**src/rtl/int_ctrl_pkg.sv**
```systemverilog
// Shared Core18 definitions used by the interrupt controller: register map
// and default vector width.
package int_ctrl_pkg;

  localparam int CORE18_VEC_W = 4;

  typedef enum logic [1:0] {
    REG_PEND = 2'd0,
    REG_MASK = 2'd1,
    REG_MODE = 2'd2,
    REG_SWI  = 2'd3
  } reg_sel_e;

endpackage

```
**src/rtl/int_prio_enc.sv**
```systemverilog
// Combinational priority encoder: the highest set request index wins and is
// reported as index+1; zero means no request.
module int_prio_enc #(
  parameter int NUM_CH = 15,
  parameter int VEC_W  = 4
) (
  input  logic [NUM_CH-1:0] req,
  output logic [VEC_W-1:0]  vec
);

  // ascending scan so the last (highest) set bit overrides lower ones
  always_comb begin
    vec = '0;
    for (int i = 0; i < NUM_CH; i++) begin
      if (req[i]) begin
        vec = VEC_W'(i + 1);
      end else begin
        vec = vec;
      end
    end
  end

endmodule

```
**src/rtl/int_ctrl.sv**
```systemverilog
// Core18 interrupt controller: synchronized IRQ inputs, per-channel edge/level
// mode, pend/mask/software-interrupt registers and a registered vector output.
module int_ctrl
  import int_ctrl_pkg::*;
#(
  parameter int NUM_CH      = 15,
  parameter int VEC_W       = CORE18_VEC_W,
  parameter int DATA_W      = 18,
  parameter int SYNC_STAGES = 2
) (
  input  logic              clk,
  input  logic              reset_n,
  input  logic [NUM_CH-1:0] irq,
  input  logic              sel,
  input  logic [1:0]        reg_adrs,
  input  logic              port_wr,
  input  logic              port_rd,
  input  logic [DATA_W-1:0] din,
  output logic [DATA_W-1:0] dout,
  output logic [VEC_W-1:0]  vector,
  output logic              irq_any
);

  if (NUM_CH < 1 || NUM_CH > 15 || NUM_CH > (2 ** VEC_W) - 1 || NUM_CH > DATA_W ||
      SYNC_STAGES < 1 || SYNC_STAGES > 3) begin : g_param_err
    $error("int_ctrl: illegal parameter combination");
  end

  logic [NUM_CH-1:0]      sync_r [SYNC_STAGES];
  logic [NUM_CH-1:0]      prev_r;
  logic [NUM_CH-1:0]      pend_r;
  logic [NUM_CH-1:0]      mask_r;
  logic [NUM_CH-1:0]      mode_r;
  logic [SYNC_STAGES:0]   armed_r;
  logic [DATA_W-1:0]      dout_r;
  logic [VEC_W-1:0]       vector_r;
  logic                   irq_any_r;

  logic [NUM_CH-1:0]      irq_sync_s;
  logic [NUM_CH-1:0]      edge_s;
  logic [NUM_CH-1:0]      pend_view_s;
  logic [NUM_CH-1:0]      active_s;
  logic [NUM_CH-1:0]      w1c_s;
  logic [NUM_CH-1:0]      swi_s;
  logic [NUM_CH-1:0]      mode_chg_s;
  logic [NUM_CH-1:0]      pend_nxt_s;
  logic [NUM_CH-1:0]      rd_val_s;
  logic                   mask_wr_s;
  logic                   mode_wr_s;
  logic [VEC_W-1:0]       vec_s;
  logic                   unused_s;

  assign unused_s   = ^din;
  assign irq_sync_s = sync_r[SYNC_STAGES-1];

  // Edges are only trusted once the history flop holds a post-reset sample,
  // so an IRQ held high through reset does not look like a fresh edge.
  assign edge_s      = irq_sync_s & ~prev_r & mode_r & {NUM_CH{armed_r[SYNC_STAGES]}};
  // Level channels expose the synchronized input directly; pend_r only
  // carries a one-cycle software set for them.
  assign pend_view_s = pend_r | (irq_sync_s & ~mode_r);
  assign active_s    = pend_view_s & mask_r;

  // register write decode and pend next-state
  always_comb begin
    w1c_s     = '0;
    swi_s     = '0;
    mask_wr_s = 1'b0;
    mode_wr_s = 1'b0;
    if (sel && port_wr) begin
      case (reg_sel_e'(reg_adrs))
        REG_PEND: w1c_s     = din[NUM_CH-1:0];
        REG_MASK: mask_wr_s = 1'b1;
        REG_MODE: mode_wr_s = 1'b1;
        REG_SWI:  swi_s     = din[NUM_CH-1:0];
        default:  w1c_s     = '0;
      endcase
    end else begin
      w1c_s = '0;
    end
    if (mode_wr_s) begin
      mode_chg_s = din[NUM_CH-1:0] ^ mode_r;
    end else begin
      mode_chg_s = '0;
    end
    pend_nxt_s = ((((pend_r & ~w1c_s) | edge_s) & mode_r) | swi_s) & ~mode_chg_s;
  end

  // read data mux (pre-write values)
  always_comb begin
    rd_val_s = '0;
    case (reg_sel_e'(reg_adrs))
      REG_PEND: rd_val_s = pend_view_s;
      REG_MASK: rd_val_s = mask_r;
      REG_MODE: rd_val_s = mode_r;
      REG_SWI:  rd_val_s = '0;
      default:  rd_val_s = '0;
    endcase
  end

  int_prio_enc #(
    .NUM_CH (NUM_CH),
    .VEC_W  (VEC_W)
  ) u_prio_enc (
    .req (active_s),
    .vec (vec_s)
  );

  // all controller state
  always_ff @(posedge clk) begin
    if (!reset_n) begin
      for (int i = 0; i < SYNC_STAGES; i++) begin
        sync_r[i] <= '0;
      end
      prev_r    <= '0;
      armed_r   <= '0;
      pend_r    <= '0;
      mask_r    <= '0;
      mode_r    <= '0;
      dout_r    <= '0;
      vector_r  <= '0;
      irq_any_r <= 1'b0;
    end else begin
      sync_r[0] <= irq;
      for (int i = 1; i < SYNC_STAGES; i++) begin
        sync_r[i] <= sync_r[i-1];
      end
      prev_r  <= irq_sync_s;
      armed_r <= {armed_r[SYNC_STAGES-1:0], 1'b1};
      pend_r  <= pend_nxt_s;
      if (mask_wr_s) begin
        mask_r <= din[NUM_CH-1:0];
      end
      if (mode_wr_s) begin
        mode_r <= din[NUM_CH-1:0];
      end
      dout_r    <= (sel && port_rd) ? DATA_W'(rd_val_s) : '0;
      vector_r  <= vec_s;
      irq_any_r <= |active_s;
    end
  end

  assign dout    = dout_r;
  assign vector  = vector_r;
  assign irq_any = irq_any_r;

endmodule
```
**config.mk**
```make
export PLATFORM = sky130hd
export DESIGN_NAME = int_ctrl
export DESIGN_NICKNAME = d
export VERILOG_FILES = /design/src/rtl/int_ctrl_pkg.sv /design/src/rtl/int_prio_enc.sv /design/src/rtl/int_ctrl.sv
export SDC_FILE = /design/constraint.sdc
export NUM_CORES = 1
export LEC_CHECK = 0
export BUFFER_PORTS_ARGS = -buffer_cell sky130_fd_sc_hd__buf_2
export CAP_MARGIN = 20
export CORE_ASPECT_RATIO = 2
export CORE_UTILIZATION = 51
export DETAILED_ROUTE_END_ITERATION = 12
export GPL_TIMING_DRIVEN = 0
export PLACE_DENSITY = 0.72
export SLEW_MARGIN = 20
export SYNTH_ARGS = -nofsm -noshare
export SYNTH_HDL_FRONTEND = slang
export SYNTH_SLANG_ARGS = --single-unit
```
**constraint.sdc**
```tcl
create_clock -name clk -period 1.46 [get_ports clk]
set_input_delay 0.073 -clock clk [delete_from_list [all_inputs] [get_ports clk]]
set_output_delay 0.073 -clock clk [all_outputs]
set_load 0.05 [all_outputs]
```
==> results of run 1 <==
==> stage by stage <==
step / utilization (%) / hold WS, ns
2_1_floorplan: - / 0.101
3_3_place_gp: 57.7 / 0.190
3_5_place_dp: 57.7 / 0.190
4_1_cts: 69.4 / 0.0231
5_1_grt: 69.7 / 0.0557
6_report: 69.7 / 0.0324
==> cell type report <==
cell class	count	area, um^2	share of cell area, %
inverter	6	22.5	0.387
multi-input combinational	374	2020	34.7
timing repair buffer	87	591	10.1
buffer	29	151	2.60
tap	98	123	2.11
clock buffer	22	474	8.14
clock inverter	10	180	3.09
sequential	113	2260	38.9
==> what timing repair did <==
item                                   CTS  global route
hold buffers                            31             0
gates resized for setup                 13             9
pin swaps                                0             1
setup endpoints to repair               15             4
endpoints found under the hold margin   61             0
setup buffers                            0             0
==> report_power, final <==
group / switching [mW] / internal (mW) / leakage [nW]
Combinational: 0.314 / 0.207 / 1.05
Sequential: 0.0464 / 3.17 / 0.921
Clock: 1.40 / 3.15 / 0.316
==> synth_stat cells, types with 4 or more instances <==
library cell  instances
o21a_1                5
inv_1                 5
nor2b_1              14
clkbuf_1             19
nor2_1               17
o2bb2ai_1             9
nand2b_1             11
dfxtp_1             113
a22oi_1               4
o211ai_1              4
nand3_1               8
o22ai_1              10
o311ai_0              9
and2_1               48
a21oi_1              57
a21boi_0              4
nand2_1             127
buf_4                 6
o21ai_0              17
o221ai_1              4
==> metal layers <==
| layer | part of all wire, % | GRT usage, % |
|---|---|---|
| met3 | 6.2 | 7.45 |
| met5 | 0 | 0 |
| met1 | 36 | 31.7 |
| met4 | 5.1 | 20.8 |
| met2 | 53 | 52.6 |
==> worst max-delay path, stage by stage <==
cell and delay (ns):
buf_2 0.08, clkbuf_1 0.32, clkbuf_1 0.47, nand2_1 0.46
o22ai_1 0.32
==> logic make-up after synthesis <==
logic type	after synthesis	share of synthesized area, %
compound gates	135	19.2
buf+inv	35	3.86
flops	113	51.4
other cells	1	0.0851
simple gates	236	25.5
==> path summary, 6_finish.rpt <==
path / from / slack, ns / cells past startpoint / end
worst max-delay path: reset_n / 0.04 / 5 / pend_r[7]
worst min register to register: sync_r[0][2] / 0.43 / 1 / sync_r[0][17]
worst max register to register: mode_r[4] / 0.05 / 5 / vector[2]
worst min-delay path: reg_adrs[1] / 0.03 / 3 / dout[14]
==> sequential cells by signal (all words and copies together), names as in the netlist <==
register  cells
irq_any       1
vector        4
dout         15
mask_r       15
mode_r       15
pend_r       15
armed_r       3
sync_r       30
prev_r       15
==> results_dict.tcl, run 1 <==
set metrics [dict create \
    antenna_cells 0 \
    area_delta_synth_final_pct 32.2 \
    synth_warnings 0 \
    antenna_found_initial 0 \
    dp_hpwl_mm 8.48 \
    fin_crit_ns 1.42 \
    fin_ws_ns 0.0379 \
    synth-seq-cells 113 \
    dp.cells 676 \
    start_util_pct 52.7 \
    worstPathRequired_ns 1.79 \
    clockBufferDepth 2 \
    fmax_ghz 0.703 \
    viasPerCell 5.67 \
    final_hold_viol_count 0 \
    fp.dieW_um 67.7 \
    seq_area_frac_synth_pct 51.4 \
    postPlaceCellArea_mm2 0.00481 \
    power.total_mw 8.29 \
    critPathArrivalTime_ns 1.75 \
    drc 0 \
    wl_per_cell_um 17.5 \
    fin_cells 739 \
    gp_congestion 0.945 \
    hold_path_class "input pin to flop" \
    grt.overflow.total 0 \
    port_buffers 56 \
    syn_avg_cell_area_um2 8.47 \
    fillers 676 \
    clk_latency_ns 0.42 \
    gr-usage-all-layers_pct 30.9 \
    finalSetupViolCount 0 \
    synth_area_leaders "dfxtp_1 51%, nand2_1 11%, and2_1 6.8%" \
    root_buffer "clkbuf_16" \
    cp-start-kind "input pin" \
    vias 4193 \
    pin_count 63 \
    synth_top_area_share_pct 51.4 \
    synthCells 520 \
    place_ws_ns -0.364 \
    htreeDepth 4 \
    wl_mm 12.9 \
    relSlewSlack_pct 52.6 \
    clock_skew_ns 0.00715 \
    postRouteAntennaNets 0 \
    grt_first_pass_wirelength_mm 19.8 \
    max_slew.worst_pin.slew_ns 0.711 \
    cts_buffers 17 \
    p_leak_nw 2.28 \
    critPathKind "input pin to flop" \
    grt_start_max_net_pins 17 \
    die_area_mm2 0.00903 \
    final_layout_size_suffix_gt1_share_pct 17.2 \
    crit_fanout 10 \
    firstDrtPassIters 5 \
    design_area_mm2 0.00582 \
    synth_edf_count 0 \
    fin_setup_tns_ns 0 \
    slew_violations 0 \
    period_share_pct 97.4 \
    powerDensity_mw_per_mm2 1420 \
    nets 668 \
    core_area_mm2 0.00835 \
    clock-sinks 113 \
    synth_flop_cell "dfxtp_1" \
    first_iter_violations 288 \
    yosys.area.top_type "dfxtp_1" \
    grt_pass1_vias 3972 \
    status "finished clean" \
    cts_tree "done" \
    core.rowCount 47 \
    die_y_um 133 \
    synth_cell_types 41 \
    vdd_drop_max_mv 1.01 \
    synth-async-reset-ratio_pct 0 \
    syn_area_mm2 0.00440 \
    crit_path_end_kind "flop" \
    clk_pin_slew_worst_paths_ns 0.05 \
    cap_viol_max_count 0 \
    layout_commonest_cell "nand2_1" \
    layout_common_cells "127 x nand2_1, 112 x dfxtp_1, 57 x buf_2, 57 x a21oi_1, 48 x and2_1" \
]
No activity file was read; power rests on OpenSTA's default activity.
==> inputs of run 2 (changes only) <==
Settings changed: CTS_CLUSTER_DIAMETER set to 150, REMOVE_ABC_BUFFERS set to 1.
Clock period 1.46 ns to 1.69 ns, I/O delays scaled along.
==> run 2 against run 1 <==
Net effect:
- power fell by 20%
- clock power fell by 25%
- non-clock buffer count fell by 30
- sequential power shrank 14%
- wire length decreased by 16%
- critical path type unchanged
- largest power group unchanged
- highest routed layer unchanged
==> results_dict.tcl, run 2 (same netlist as run 1, synthesis figures left out) <==
set metrics [dict create \
    status "finished clean" \
    gr-usage-all-layers_pct 26.4 \
    crit_path_max_incr_delay_ns 0.55 \
    route.met3.wl_um 607 \
    crit_path_end_kind "flop" \
    die_y_um 133 \
    powerDensity_mw_per_mm2 1190 \
    antenna_cells 0 \
    vias 3909 \
    fp.dieW_um 67.7 \
    r2r-start "sync_r[0][16]" \
    layout_commonest_cell "nand2_1" \
    clk_pin_slew_worst_paths_ns 0.05 \
    clock_skew_ns 0.00566 \
    crit_fanout 33 \
    first_iter_violations 252 \
    grt_start_max_net_pins 64 \
    place_ws_ns -1.23 \
    postCtsSetupRepairBufs 0 \
    antenna_found_initial 0 \
    vdd_drop_max_mv 0.895 \
    port_buffers 56 \
    nets 638 \
    postRouteAntennaNets 0 \
    grt_pass1_vias 3729 \
    cp_top_family "simple AND/OR/NAND/NOR gates" \
    p_leak_nw 2.17 \
    cp_cell_sequence "buf_2, nor2_4, nand3_4, nand2_2, o22ai_1" \
    r2r_slack_ns 0.17 \
    postPlaceCellArea_mm2 0.00467 \
    relSlewSlack_pct 43.6 \
    root_buffer "clkbuf_16" \
    firstDrtPassIters 5 \
    grt.overflow.total 0 \
    fin_setup_tns_ns 0 \
    die_area_mm2 0.00903 \
    wl_per_cell_um 15.4 \
    finalSetupViolCount 0 \
    htreeDepth 4 \
    final_hold_viol_count 0 \
    fillers 704 \
    slowest_stage "nor2_4" \
    top_layer "met4" \
    viasPerCell 5.53 \
    holdWs_ns 0.0566 \
    cts_buffers 17 \
    pin_count 63 \
    hold_path_class "input pin to flop" \
    largest_reg_flops 30 \
    start_util_pct 52.7 \
    cp-start-kind "input pin" \
    rsz0062_at_grt "no" \
    grt_first_pass_wirelength_mm 17.3 \
    final_layout_size_suffix_gt1_share_pct 15.4 \
    clock-sinks 113 \
    rr_worst_depth 5 \
    fin_ws_ns 0.115 \
    layout_common_cells "126 x nand2_1, 112 x dfxtp_1, 57 x a21oi_1" \
    regMostFlops "sync_r" \
    hold_depth 3 \
    core_area_mm2 0.00835 \
    drc 0 \
    worstPathRequired_ns 1.97 \
    holdPathEnd "dout[14]" \
    period_share_pct 93.2 \
    fin_crit_ns 1.58 \
    clockBufferDepth 2 \
    layout.area.seq_mm2 0.00226 \
    max_slew.worst_pin.slew_ns 0.846 \
    dp.cells 647 \
    clk_latency_ns 0.41 \
    wl_met1_mm 4.36 \
    cts_tree "done" \
    design_area_mm2 0.00557 \
    multi_input_area_mm2 0.00201 \
    dp_hpwl_mm 6.40 \
    critPathKind "input pin to flop" \
    r2r-end "vector[1]" \
    cap_viol_max_count 0 \
    area_delta_synth_final_pct 26.4 \
    critPathArrivalTime_ns 1.86 \
    core.rowCount 47 \
    fin_cells 707 \
    wl_mm 10.9 \
    slew_violations 0 \
    gp_congestion 0.838 \
    wl_met2_mm 5.55 \
    fmax_ghz 0.635 \
    path_buf_inv 1 \
    min-delay-start "reg_adrs[1]" \
]
## run 2: cell count changes in the layout (fill, tap and decap cells not counted), sizes merged
cell | before | now
clkinv | 3 | 4
clkbuf | 41 | 25
bufinv | 5 | 2
clkinvlp | 2 | 0
dlygate4sd3 | 31 | 30
buf | 66 | 55
## run 2: worst max-delay path by stage
stage             startpoint  slack (ns)  depth (start not counted)   endpoint
3_3_place_gp     reg_adrs[0]       -1.18                          5  pend_r[3]
4_1_cts          reg_adrs[0]       0.006                          5  mode_r[6]
5_1_grt        sync_r[0][26]       0.007                          5    irq_any
2_1_floorplan    reg_adrs[1]        0.21                          5  pend_r[0]
6_report         reg_adrs[0]        0.11                          5  pend_r[1]
3_5_place_dp     reg_adrs[0]       -1.23                          5  pend_r[1]
## run 2: layout make-up
| type | instances | share of cell area, % |
|---|---|---|
| sequential | 113 | 40.6 |
| multi-input combinational | 374 | 36.0 |
| timing repair buffer | 86 | 10.5 |
| clock buffer | 24 | 8.83 |
| tap | 98 | 2.20 |
| clock inverter | 6 | 1.44 |
| inverter | 6 | 0.404 |
## run 2: per-layer routing
| layer | global-route usage (%) | vias to the layer above |
|---|---|---|
| li1 | - | 1926 |
| met3 | 8.65 | 38 |
| met1 | 27.5 | 1813 |
| met2 | 43.4 | 132 |
| met5 | 0 | - |
| met4 | 16.9 | 0 |
## run 2: per-stage QoR
stage                     power (mW)  utilization (%)
after global routing            6.81             66.7
after floorplan                 3.01                -
after CTS                       6.64             66.6
final                           6.60             66.7
after global placement          3.16             55.9
after detailed placement        3.17             55.9
## run 2: report_power, final
group | switching [mW] | internal (mW)
logic | 0.235 | 0.158
clock network | 1.13 | 2.29
registers | 0.0404 | 2.74
total | 1.41 | 5.19
## run 2: tightest hold or removal path: stages
cell and delay [ns]:
buf_2 0.13, a2bb2oi_1 0.14, nor2_1 0.07
## run 2: repair_timing
action	4_1_cts	5_1_grt
resized for setup	4	9
cloned	0	0
setup endpoints to repair	39	19
hold endpoints to repair	60	0
hold buffers	30	0
